==> src/rtl/video_switch_pkg.sv <==
// Shared types and constants for the glitch-managed video source switch.
package video_switch_pkg;

  typedef enum logic [1:0] {RUN, WAIT_VB, MUTE} vsw_state_e;

  localparam int   CNT_W = 4;
  localparam logic SRC_A = 1'b0;
  localparam logic SRC_B = 1'b1;

  // Zero frames would never re-lock downstream, so clamp into 1..15.
  function automatic logic [CNT_W-1:0] mute_load(input int frames);
    if (frames < 1)  return CNT_W'(1);
    if (frames > 15) return CNT_W'(15);
    return CNT_W'(frames);
  endfunction

endpackage

==> src/rtl/video_source_switch_if.sv <==
// Switch request/status handshake between the core control and video_source_switch.
interface video_source_switch_if;
  logic req_valid;
  logic req_src;
  logic busy;
  logic done;
  logic req_err;
  logic active_src;

  modport master (output req_valid, req_src, input busy, done, req_err, active_src);
  modport slave  (input req_valid, req_src, output busy, done, req_err, active_src);
endinterface

==> src/rtl/vsw_edge_det.sv <==
// Rising-edge detect of VBlank/VSync for one source, history advanced only on ce_pix.
module vsw_edge_det (
  input  logic clk_vid,
  input  logic reset,
  input  logic ce_pix_i,
  input  logic vblank_i,
  input  logic vsync_i,
  output logic vb_rise_o,
  output logic vs_rise_o
);
  logic vb_q, vs_q;

  always_ff @(posedge clk_vid) begin
    if (reset) begin
      vb_q <= 1'b0;
      vs_q <= 1'b0;
    end else if (ce_pix_i) begin
      vb_q <= vblank_i;
      vs_q <= vsync_i;
    end
  end

  assign vb_rise_o = ce_pix_i & vblank_i & ~vb_q;
  assign vs_rise_o = ce_pix_i & vsync_i  & ~vs_q;
endmodule

==> src/rtl/video_source_switch.sv <==
// 2:1 video source selector: switch at old VBlank, then blank for MUTE_FRAMES new frames.
// Optional VIDEO_SWITCH_TIMEOUT_EN forces the switch if the old source never blanks.
module video_source_switch
  import video_switch_pkg::*;
#(
  parameter int COLOR_DEPTH  = 8,
  parameter int MUTE_FRAMES  = 2,
  parameter int TIMEOUT_CLKS = 2000000
) (
  input  logic                   clk_vid,
  input  logic                   reset,
  video_source_switch_if.slave   ctl,
  input  logic                   a_ce_pix,
  input  logic [COLOR_DEPTH-1:0] a_R, a_G, a_B,
  input  logic                   a_HSync, a_VSync, a_HBlank, a_VBlank,
  input  logic                   b_ce_pix,
  input  logic [COLOR_DEPTH-1:0] b_R, b_G, b_B,
  input  logic                   b_HSync, b_VSync, b_HBlank, b_VBlank,
  output logic                   ce_pix,
  output logic [COLOR_DEPTH-1:0] VGA_R, VGA_G, VGA_B,
  output logic                   VGA_HS, VGA_VS, HBlank_out, VBlank_out
);
  localparam logic [CNT_W-1:0] MUTE_LOAD = mute_load(MUTE_FRAMES);

  vsw_state_e       state_q, state_d;
  logic             active_q, active_d, tgt_q, tgt_d;
  logic [CNT_W-1:0] cnt_q, cnt_d;
  logic             busy_q, busy_d, done_q, done_d, err_q, err_d;
  logic             a_vb_rise, a_vs_rise, b_vb_rise, b_vs_rise;
  logic             vb_rise, vs_rise, timeout;

  // Both sources are tracked all the time so the incoming one has valid history.
  vsw_edge_det u_edge_a (
    .clk_vid, .reset, .ce_pix_i(a_ce_pix), .vblank_i(a_VBlank), .vsync_i(a_VSync),
    .vb_rise_o(a_vb_rise), .vs_rise_o(a_vs_rise)
  );
  vsw_edge_det u_edge_b (
    .clk_vid, .reset, .ce_pix_i(b_ce_pix), .vblank_i(b_VBlank), .vsync_i(b_VSync),
    .vb_rise_o(b_vb_rise), .vs_rise_o(b_vs_rise)
  );

  assign vb_rise = (active_q == SRC_B) ? b_vb_rise : a_vb_rise;
  assign vs_rise = (active_q == SRC_B) ? b_vs_rise : a_vs_rise;

`ifdef VIDEO_SWITCH_TIMEOUT_EN
  localparam int TO_W = $clog2(TIMEOUT_CLKS + 1);
  logic [TO_W-1:0] to_q, to_d;

  always_comb begin
    to_d    = (state_q == WAIT_VB) ? to_q + TO_W'(1) : '0;
    timeout = (state_q == WAIT_VB) && (to_d == TO_W'(TIMEOUT_CLKS));
  end

  always_ff @(posedge clk_vid) begin
    if (reset) to_q <= '0;
    else       to_q <= to_d;
  end
`else
  assign timeout = 1'b0;
`endif

  always_comb begin
    state_d  = state_q;
    active_d = active_q;
    tgt_d    = tgt_q;
    cnt_d    = cnt_q;
    busy_d   = busy_q;
    done_d   = 1'b0;
    err_d    = 1'b0;
    case (state_q)
      RUN: begin
        if (ctl.req_valid) begin
          if (ctl.req_src == active_q) begin
            done_d = 1'b1;
          end else begin
            tgt_d   = ctl.req_src;
            busy_d  = 1'b1;
            state_d = WAIT_VB;
          end
        end
      end
      WAIT_VB: begin
        err_d = ctl.req_valid;
        if (vb_rise || timeout) begin
          active_d = tgt_q;
          cnt_d    = MUTE_LOAD;
          state_d  = MUTE;
        end
      end
      MUTE: begin
        err_d = ctl.req_valid;
        if (vs_rise) begin
          if (cnt_q <= CNT_W'(1)) begin
            cnt_d   = '0;
            busy_d  = 1'b0;
            done_d  = 1'b1;
            state_d = RUN;
          end else begin
            cnt_d = cnt_q - CNT_W'(1);
          end
        end
      end
      default: state_d = RUN;
    endcase
  end

  always_ff @(posedge clk_vid) begin
    if (reset) begin
      state_q  <= RUN;
      active_q <= SRC_A;
      tgt_q    <= SRC_A;
      cnt_q    <= '0;
      busy_q   <= 1'b0;
      done_q   <= 1'b0;
      err_q    <= 1'b0;
    end else begin
      state_q  <= state_d;
      active_q <= active_d;
      tgt_q    <= tgt_d;
      cnt_q    <= cnt_d;
      busy_q   <= busy_d;
      done_q   <= done_d;
      err_q    <= err_d;
    end
  end

  assign ctl.busy       = busy_q;
  assign ctl.done       = done_q;
  assign ctl.req_err    = err_q;
  assign ctl.active_src = active_q;

  // Routed video: sync and ce pass through untouched; colour/blank forced while muting.
  logic mute;
  assign mute = (state_q == MUTE);

  always_ff @(posedge clk_vid) begin
    if (reset) begin
      ce_pix     <= 1'b0;
      VGA_R      <= '0;
      VGA_G      <= '0;
      VGA_B      <= '0;
      VGA_HS     <= 1'b0;
      VGA_VS     <= 1'b0;
      HBlank_out <= 1'b1;
      VBlank_out <= 1'b1;
    end else if (active_q == SRC_B) begin
      ce_pix     <= b_ce_pix;
      VGA_R      <= mute ? '0 : b_R;
      VGA_G      <= mute ? '0 : b_G;
      VGA_B      <= mute ? '0 : b_B;
      VGA_HS     <= b_HSync;
      VGA_VS     <= b_VSync;
      HBlank_out <= mute | b_HBlank;
      VBlank_out <= mute | b_VBlank;
    end else begin
      ce_pix     <= a_ce_pix;
      VGA_R      <= mute ? '0 : a_R;
      VGA_G      <= mute ? '0 : a_G;
      VGA_B      <= mute ? '0 : a_B;
      VGA_HS     <= a_HSync;
      VGA_VS     <= a_VSync;
      HBlank_out <= mute | a_HBlank;
      VBlank_out <= mute | a_VBlank;
    end
  end
endmodule

==> src/flat_wrapper.sv <==
// flat-port wrapper written by rule: the top's interface ports become plain ports
module video_source_switch_flat import video_switch_pkg::*;
#(
  parameter int COLOR_DEPTH  = 8,
  parameter int MUTE_FRAMES  = 2,
  parameter int TIMEOUT_CLKS = 2000000
)
  (clk_vid, reset, a_ce_pix, a_R, a_G, a_B, a_HSync, a_VSync, a_HBlank, a_VBlank, b_ce_pix, b_R, b_G, b_B, b_HSync, b_VSync, b_HBlank, b_VBlank, ce_pix, VGA_R, VGA_G, VGA_B, VGA_HS, VGA_VS, HBlank_out, VBlank_out, ctl_req_valid, ctl_req_src, ctl_busy, ctl_done, ctl_req_err, ctl_active_src);
  video_source_switch_if ctl_i ();
  input  logic clk_vid;
  input  logic reset;
  input  logic a_ce_pix;
  input  logic [COLOR_DEPTH-1:0] a_R;
  input  logic [COLOR_DEPTH-1:0] a_G;
  input  logic [COLOR_DEPTH-1:0] a_B;
  input  logic a_HSync;
  input  logic a_VSync;
  input  logic a_HBlank;
  input  logic a_VBlank;
  input  logic b_ce_pix;
  input  logic [COLOR_DEPTH-1:0] b_R;
  input  logic [COLOR_DEPTH-1:0] b_G;
  input  logic [COLOR_DEPTH-1:0] b_B;
  input  logic b_HSync;
  input  logic b_VSync;
  input  logic b_HBlank;
  input  logic b_VBlank;
  output logic ce_pix;
  output logic [COLOR_DEPTH-1:0] VGA_R;
  output logic [COLOR_DEPTH-1:0] VGA_G;
  output logic [COLOR_DEPTH-1:0] VGA_B;
  output logic VGA_HS;
  output logic VGA_VS;
  output logic HBlank_out;
  output logic VBlank_out;
  input wire logic [$bits(ctl_i.req_valid)-1:0] ctl_req_valid;
  input wire logic [$bits(ctl_i.req_src)-1:0] ctl_req_src;
  output wire logic [$bits(ctl_i.busy)-1:0] ctl_busy;
  output wire logic [$bits(ctl_i.done)-1:0] ctl_done;
  output wire logic [$bits(ctl_i.req_err)-1:0] ctl_req_err;
  output wire logic [$bits(ctl_i.active_src)-1:0] ctl_active_src;
  assign ctl_i.req_valid = ctl_req_valid;
  assign ctl_i.req_src = ctl_req_src;
  assign ctl_busy = ctl_i.busy;
  assign ctl_done = ctl_i.done;
  assign ctl_req_err = ctl_i.req_err;
  assign ctl_active_src = ctl_i.active_src;
  video_source_switch #(.COLOR_DEPTH(COLOR_DEPTH), .MUTE_FRAMES(MUTE_FRAMES), .TIMEOUT_CLKS(TIMEOUT_CLKS)) u_core (.clk_vid(clk_vid), .reset(reset), .ctl(ctl_i), .a_ce_pix(a_ce_pix), .a_R(a_R), .a_G(a_G), .a_B(a_B), .a_HSync(a_HSync), .a_VSync(a_VSync), .a_HBlank(a_HBlank), .a_VBlank(a_VBlank), .b_ce_pix(b_ce_pix), .b_R(b_R), .b_G(b_G), .b_B(b_B), .b_HSync(b_HSync), .b_VSync(b_VSync), .b_HBlank(b_HBlank), .b_VBlank(b_VBlank), .ce_pix(ce_pix), .VGA_R(VGA_R), .VGA_G(VGA_G), .VGA_B(VGA_B), .VGA_HS(VGA_HS), .VGA_VS(VGA_VS), .HBlank_out(HBlank_out), .VBlank_out(VBlank_out));
endmodule
==> config.mk <==
export PLATFORM = sky130hd
export DESIGN_NAME = video_source_switch_flat
export DESIGN_NICKNAME = d
export VERILOG_FILES = /design/src/rtl/video_switch_pkg.sv /design/src/rtl/video_source_switch_if.sv /design/src/rtl/vsw_edge_det.sv /design/src/rtl/video_source_switch.sv /design/src/flat_wrapper.sv
export SDC_FILE = /design/constraint.sdc
export NUM_CORES = 1
export LEC_CHECK = 0
export BUFFER_PORTS_ARGS = -buffer_cell sky130_fd_sc_hd__buf_2
export CAP_MARGIN = 10
export CORE_MARGIN = 10
export CORE_UTILIZATION = 30
export CTS_CLUSTER_DIAMETER = 80
export DETAILED_ROUTE_END_ITERATION = 12
export PLACE_DENSITY = 0.66
export SLEW_MARGIN = 20
export SYNTH_ARGS = -nofsm -noshare
export SYNTH_HDL_FRONTEND = slang
export SYNTH_HIERARCHICAL = 1
export SYNTH_SLANG_ARGS = --single-unit
==> constraint.sdc <==
create_clock -name clk_vid -period 1.7 [get_ports clk_vid]
set_input_delay 0.17 -clock clk_vid [delete_from_list [all_inputs] [get_ports clk_vid]]
set_output_delay 0.17 -clock clk_vid [all_outputs]
set_load 0.02 [all_outputs]
# --- Yosys cells after proc, flatten, opt, wreduce, memory -nomap -nowiden ---
# Index checks and enable logic that the tools add are counted.
word_totals:
  register_bits: 44
  inputBits: 62
  out_inout_bits: 33
  wordCells: 93
classes:
  add_sub_neg: 1
  n_lt_le_gt_ge: 1
  eq_ne: 8
  n_mux: 36
  bitwise: 18
  n_reduce_logical: 10
op_table:
  columns: ["op", "n"]
  rows:
  - ["2-to-1 mux 8 bit", 9]
  - ["2-to-1 mux 1 bit", 15]
  - ["2-to-1 mux 4 bit", 3]
  - ["2-to-1 mux 2 bit", 5]
  - ["AND reduction 5 bit", 2]
  - ["bitwise AND 1 bit", 8]
  - ["case mux 4 bit (2 select lines)", 1]
  - ["!= test 2 bit, second input constant", 3]
  - ["NOT 1 bit", 6]
  - ["case mux 2 bit (3 select lines)", 1]
  - ["AND reduction 3 bit", 2]
  - ["less-or-equal comparator 4 x 1 -> 1 bit, second input constant", 1]
  - ["!= test 2 x 1 -> 1 bit, second input constant", 2]
  - ["OR 1 bit", 4]
  - ["case mux 1 bit (2 select lines)", 2]
  - ["nonzero test 2 bit", 2]
  - ["OR reduction 2 bit", 2]
  - ["subtractor 4 x 1 -> 4 bit, second input constant", 1]
  - ["equality test 2 x 1 -> 1 bit, second input constant", 1]
  - ["equality test 2 bit, second input constant", 1]
  - ["zero test 2 bit", 1]
  - ["AND reduction 2 bit", 1]
  - ["equality test 1 bit", 1]

# --- Depth between registers and ports, before layout ---
depth:
  word_depth: 5
  mapped_depth: 7
  mapped_depth_nobuf: 6

# --- Cells and area by module ---
# The synthesis kept the hierarchy.
modules_own_cells:
  columns: ["mod", "n_inst", "cells_each", "area_each_um2", "seq_area_each_um2"]
  rows:
  - ["video_source_switch", 1, 169, 1650.3, 800.8]
  - ["vsw_edge_det", 2, 9, 86.3, 40.0]

# --- Worst setup path before layout ---
# Ideal clock, no wire load.
synth_path:
  path_kind: "reg2reg"
  from: "register u_core.state_q[0]"
  to: "register u_core.cnt_q[0]"
  setup_ps: 71
  arrival_time_ps: 1607
  t_required_ps: 1629
  slack_ps: 22
  path_stages_with_launch: 8
  path_buffers: 1
  synth_period_minus_slack_ps: 1678
  path_cell_list: "dfxtp_1 inv_1 ha_1 clkbuf_1 nor2_1 a21o_1 or4_1 a21oi_1"
synth_between:
  elab_chain_cells: 3
  elab_cells_between_ends: 7
  cone_classes: "eq/ne: 4; mux: 1; reduce/logical: 2"
synth_lines:
  columns: ["item", "line_no", "rtl"]
  rows:
  - ["start, declared", "video_source_switch.sv:25", "vsw_state_e state_q, state_d;"]
  - ["start signal, assigned", "video_source_switch.sv:117", "state_q <= state_d;"]
  - ["equality test 2 x 1 -> 1 bit or equality test 2 bit (tied branches)", "video_source_switch.sv:70", "case (state_q)"]
  - ["!= test 2 x 1 -> 1 bit (no source line) or nonzero test 2 bit (tied branches)", null, null]
  - ["AND reduction 3 bit (no source line)", null, null]
  - ["end signal, assigned", "video_source_switch.sv:120", "cnt_q <= cnt_d;"]
  - ["end, declared", "video_source_switch.sv:27", "logic [CNT_W-1:0] cnt_q, cnt_d;"]
# Several ways; a longest one is shown, not always the timed one.
# A chain may end at the register's enable or synchronous reset.

# --- Worst setup path in the final report ---
layout_path:
  from: "register u_core.active_q, in the netlist u_core/ctl.active_src"
  to: "register u_core.busy_q, in the netlist u_core/ctl.busy"
layout_between:
  elab_chain_cells: 3
  elab_cells_between_ends: 5
  cone_classes: "eq/ne: 3; mux: 1; reduce/logical: 1"
layout_lines:
  columns: ["item", "line_no", "rtl"]
  rows:
  - ["start, declared", "video_source_switch.sv:26", "logic active_q, active_d, tgt_q, tgt_d;"]
  - ["start signal, assigned", "video_source_switch.sv:118", "active_q <= active_d;"]
  - ["2-to-1 mux 1 bit or equality test 1 bit (tied branches)", "video_source_switch.sv:43, video_source_switch.sv:73", null]
  - ["!= test 2 x 1 -> 1 bit (no source line) or != test 2 bit (tied branches)", null, null]
  - ["AND reduction 5 bit (no source line) (*)", null, null]
  - ["end signal, assigned", "video_source_switch.sv:121", "busy_q <= busy_d;"]
  - ["end, declared", "video_source_switch.sv:28", "logic busy_q, busy_d, done_q, done_d, err_q, err_d;"]
# Every way passes the cells marked *; elsewhere a longest branch is shown, timed or not.

==> flow_metrics.tcl <==
set metrics [dict create \
    status "completed" \
    hold_buffers 0 \
    area_growth_pct 41.5 \
    yosysWarnings 6 \
    synth_cell_types 33 \
    required_ps 1860 \
    ff2ff_path_depth 4 \
    gp_congestion 0.775 \
    crit_path_max_fanout 7 \
    first_pass_iters 4 \
    finalCritPeriodShare 0.975 \
    dp_cells 355 \
    antenna_found_initial 1 \
    start_util 0.308 \
    die_h_um 98.0 \
    critPathKind "flip-flop to flip-flop" \
    ios 95 \
    dieArea_sq_mm 0.00959 \
    power_density_mw_per_mm2 1110 \
    grt_pass1_vias 1709 \
    min_path_cells 2 \
    peakVddDrop_mv 0.405 \
    routed_wl_mm 5.09 \
    grtUsageTotal 0.0990 \
    drcViolationCount 0 \
    layout.nets 355 \
    die_x_um 98.0 \
    timing_hold_violations_final 0 \
    synth.yosys.seq_area_share 0.483 \
    grt_pass1_wl_mm 7.95 \
    route.detailed.wl_per_inst_um 14.0 \
    hold_path_class "input port to flip-flop" \
    grt_max_degree 21 \
    n_fill_cell 606 \
    start_kind "flip-flop" \
    fin_crit_ps 1660 \
    maxCapViolCount 0 \
    cts.root.buffer_cell "clkbuf_8" \
    drive_gt1_frac 0.429 \
    wl_met3_um 438 \
    max_freq_mhz 604 \
    vias 1653 \
    wl_met2_mm 2.54 \
    relSlewSlack 0.708 \
    cts_buffers 5 \
    postSynthAreaPerCell_sq_um 9.75 \
    drt_iter0_markers 24 \
    clockBufferDepth 2 \
    synthFlopType "dfxtp_1" \
    worst_slack_ps 43.3 \
    power_mw 2.87 \
    via_per_inst 4.55 \
    setup_viol 0 \
    drtAntennaViolNets 0 \
    synthArstFlopShare 0 \
    layout_common_cells "buf_2, dfxtp_1, nor2_1" \
    clk_pin_slew_ps 80 \
    pre_cts_slack_ps -13.5 \
    syn_area_sq_mm 0.00182 \
    finClkSkew_ps 5.84 \
    top_layer "met4" \
    m1WireLength_mm 2.06 \
    htreeDepth 2 \
    syn_nets 255 \
    io_buffers 94 \
    p_leak_nw 1.20 \
    synth_cells 187 \
    core_sq_mm 0.00592 \
    endpoint_kind "flip-flop" \
    cts_tree "built" \
    maxSlewViolCount 0 \
    insertion_delay_ps 290 \
    arrival_ps 1820 \
    synth-edff-count 0 \
    hpwl_mm 4.14 \
    gr-total-overflow 0 \
    fp-row-count 28 \
    synth_seq_cells 44 \
    final_cells 363 \
    clkSinkCount 44 \
    worst_pin_slew_ps 436 \
    postCtsSetupBuffers 0 \
    layout_commonest_cell "buf_2" \
]
==> registers in the layout, summed over array words and instances, names as in the netlist <==
name and count:
u_core/HBlank_out 1, u_core/VBlank_out 1, u_core/u_edge_b/vs_q 1, u_core/VGA_G 8, u_core/u_edge_a/vb_q 1, u_core/tgt_q 1, u_core/VGA_R 8, u_core/ce_pix 1
u_core/cnt_q 4, u_core/VGA_B 8, u_core/ctl.req_err 1, u_core/u_edge_a/vs_q 1, u_core/ctl.done 1, u_core/u_edge_b/vb_q 1, u_core/VGA_VS 1, u_core/ctl.busy 1
u_core/ctl.active_src 1, u_core/VGA_HS 1, u_core/state_q 2
==> repair_timing <==
action                                  CTS  global route
gates resized for setup                   1            12
pin swaps                                 0             2
endpoints found under the setup margin    1             6
gates cloned                              0             0
hold endpoints to repair                  0             0
==> per-stage QoR <==
stage | utilization | hold WS, ps | TNS (ps) | cell area [sq um]
floorplan | - | 232 | 0 | 1820
global placement | 0.407 | 376 | 0 | 2410
detailed placement | 0.407 | 380 | -13.5 | 2410
CTS | 0.429 | 68.6 | 0 | 2540
global route | 0.435 | 88.6 | -11.0 | 2580
finish | 0.436 | 80.5 | 0 | 2580
==> critical path, stage by stage, from the launching register on <==
cell and delay, ps:
dfxtp_2 430, mux2i_1 160, o41a_1 500, o311ai_1 310
o21ai_0 140
==> report_power, final <==
part	switching, mW	total (mW)	internal [mW]
clock network	0.346	0.925	0.578
logic	0.422	0.733	0.311
registers	0.0704	1.21	1.14
total	0.839	2.87	2.03
==> final timing paths <==
| kind | startpoint | to | slack, ps |
|---|---|---|---|
| setup reg to reg | u_core/ctl.active_src | u_core/ctl.busy | 40 |
| setup / recovery | u_core/ctl.active_src | u_core/ctl.busy | 40 |
| hold / removal | b_HBlank | u_core/HBlank_out | 80 |
| hold reg to reg | u_core/u_edge_a/vb_q | u_core/u_edge_a/vb_q | 490 |
==> area by class of cell <==
cell class              instances  area (sq um)  area share
diodes                          1          2.50    0.000970
clock buffers                   5          68.8      0.0267
clock inverters                 2          60.1      0.0233
inverters                       6          22.5     0.00873
multi-input cells             128           917       0.356
flip-flops and latches         44           883       0.343
well taps                      75          93.8      0.0364
repair buffers                102           531       0.206
==> routing by layer <==
| layer | vias up | GRT usage |
|---|---|---|
| li1 | 839 | - |
| met1 | 752 | 0.104 |
| met2 | 58 | 0.173 |
| met3 | 4 | 0.0409 |
| met4 | 0 | 0.0358 |
| met5 | - | 0 |
==> Yosys cell counts, types with 2 or more instances <==
library cell / count / area (sq um)
a211o_1: 2 / 17.5
a21oi_1: 5 / 25.0
a21oi_2: 2 / 17.5
and3b_2: 2 / 20.0
buf_2: 2 / 10.0
clkbuf_1: 6 / 22.5
dfxtp_1: 44 / 881
ha_1: 6 / 75.1
inv_1: 6 / 22.5
mux2i_1: 34 / 340
nand2_1: 8 / 30.0
nand2b_1: 3 / 18.8
nor2_1: 39 / 146
nor2b_1: 2 / 12.5
nor3_1: 4 / 20.0
o21ai_0: 3 / 15.0
o31ai_1: 2 / 15.0
or4_1: 2 / 15.0
==> cell families after synthesis <==
kind of cell | share of synthesized area
buf+inv | 0.0343
xor+xnor | 0.00481
simple gates | 0.162
flops | 0.483
compound gates | 0.0879
mux | 0.187
fa+ha+maj | 0.0412
Note: power is estimated with default switching activity, not from simulation.
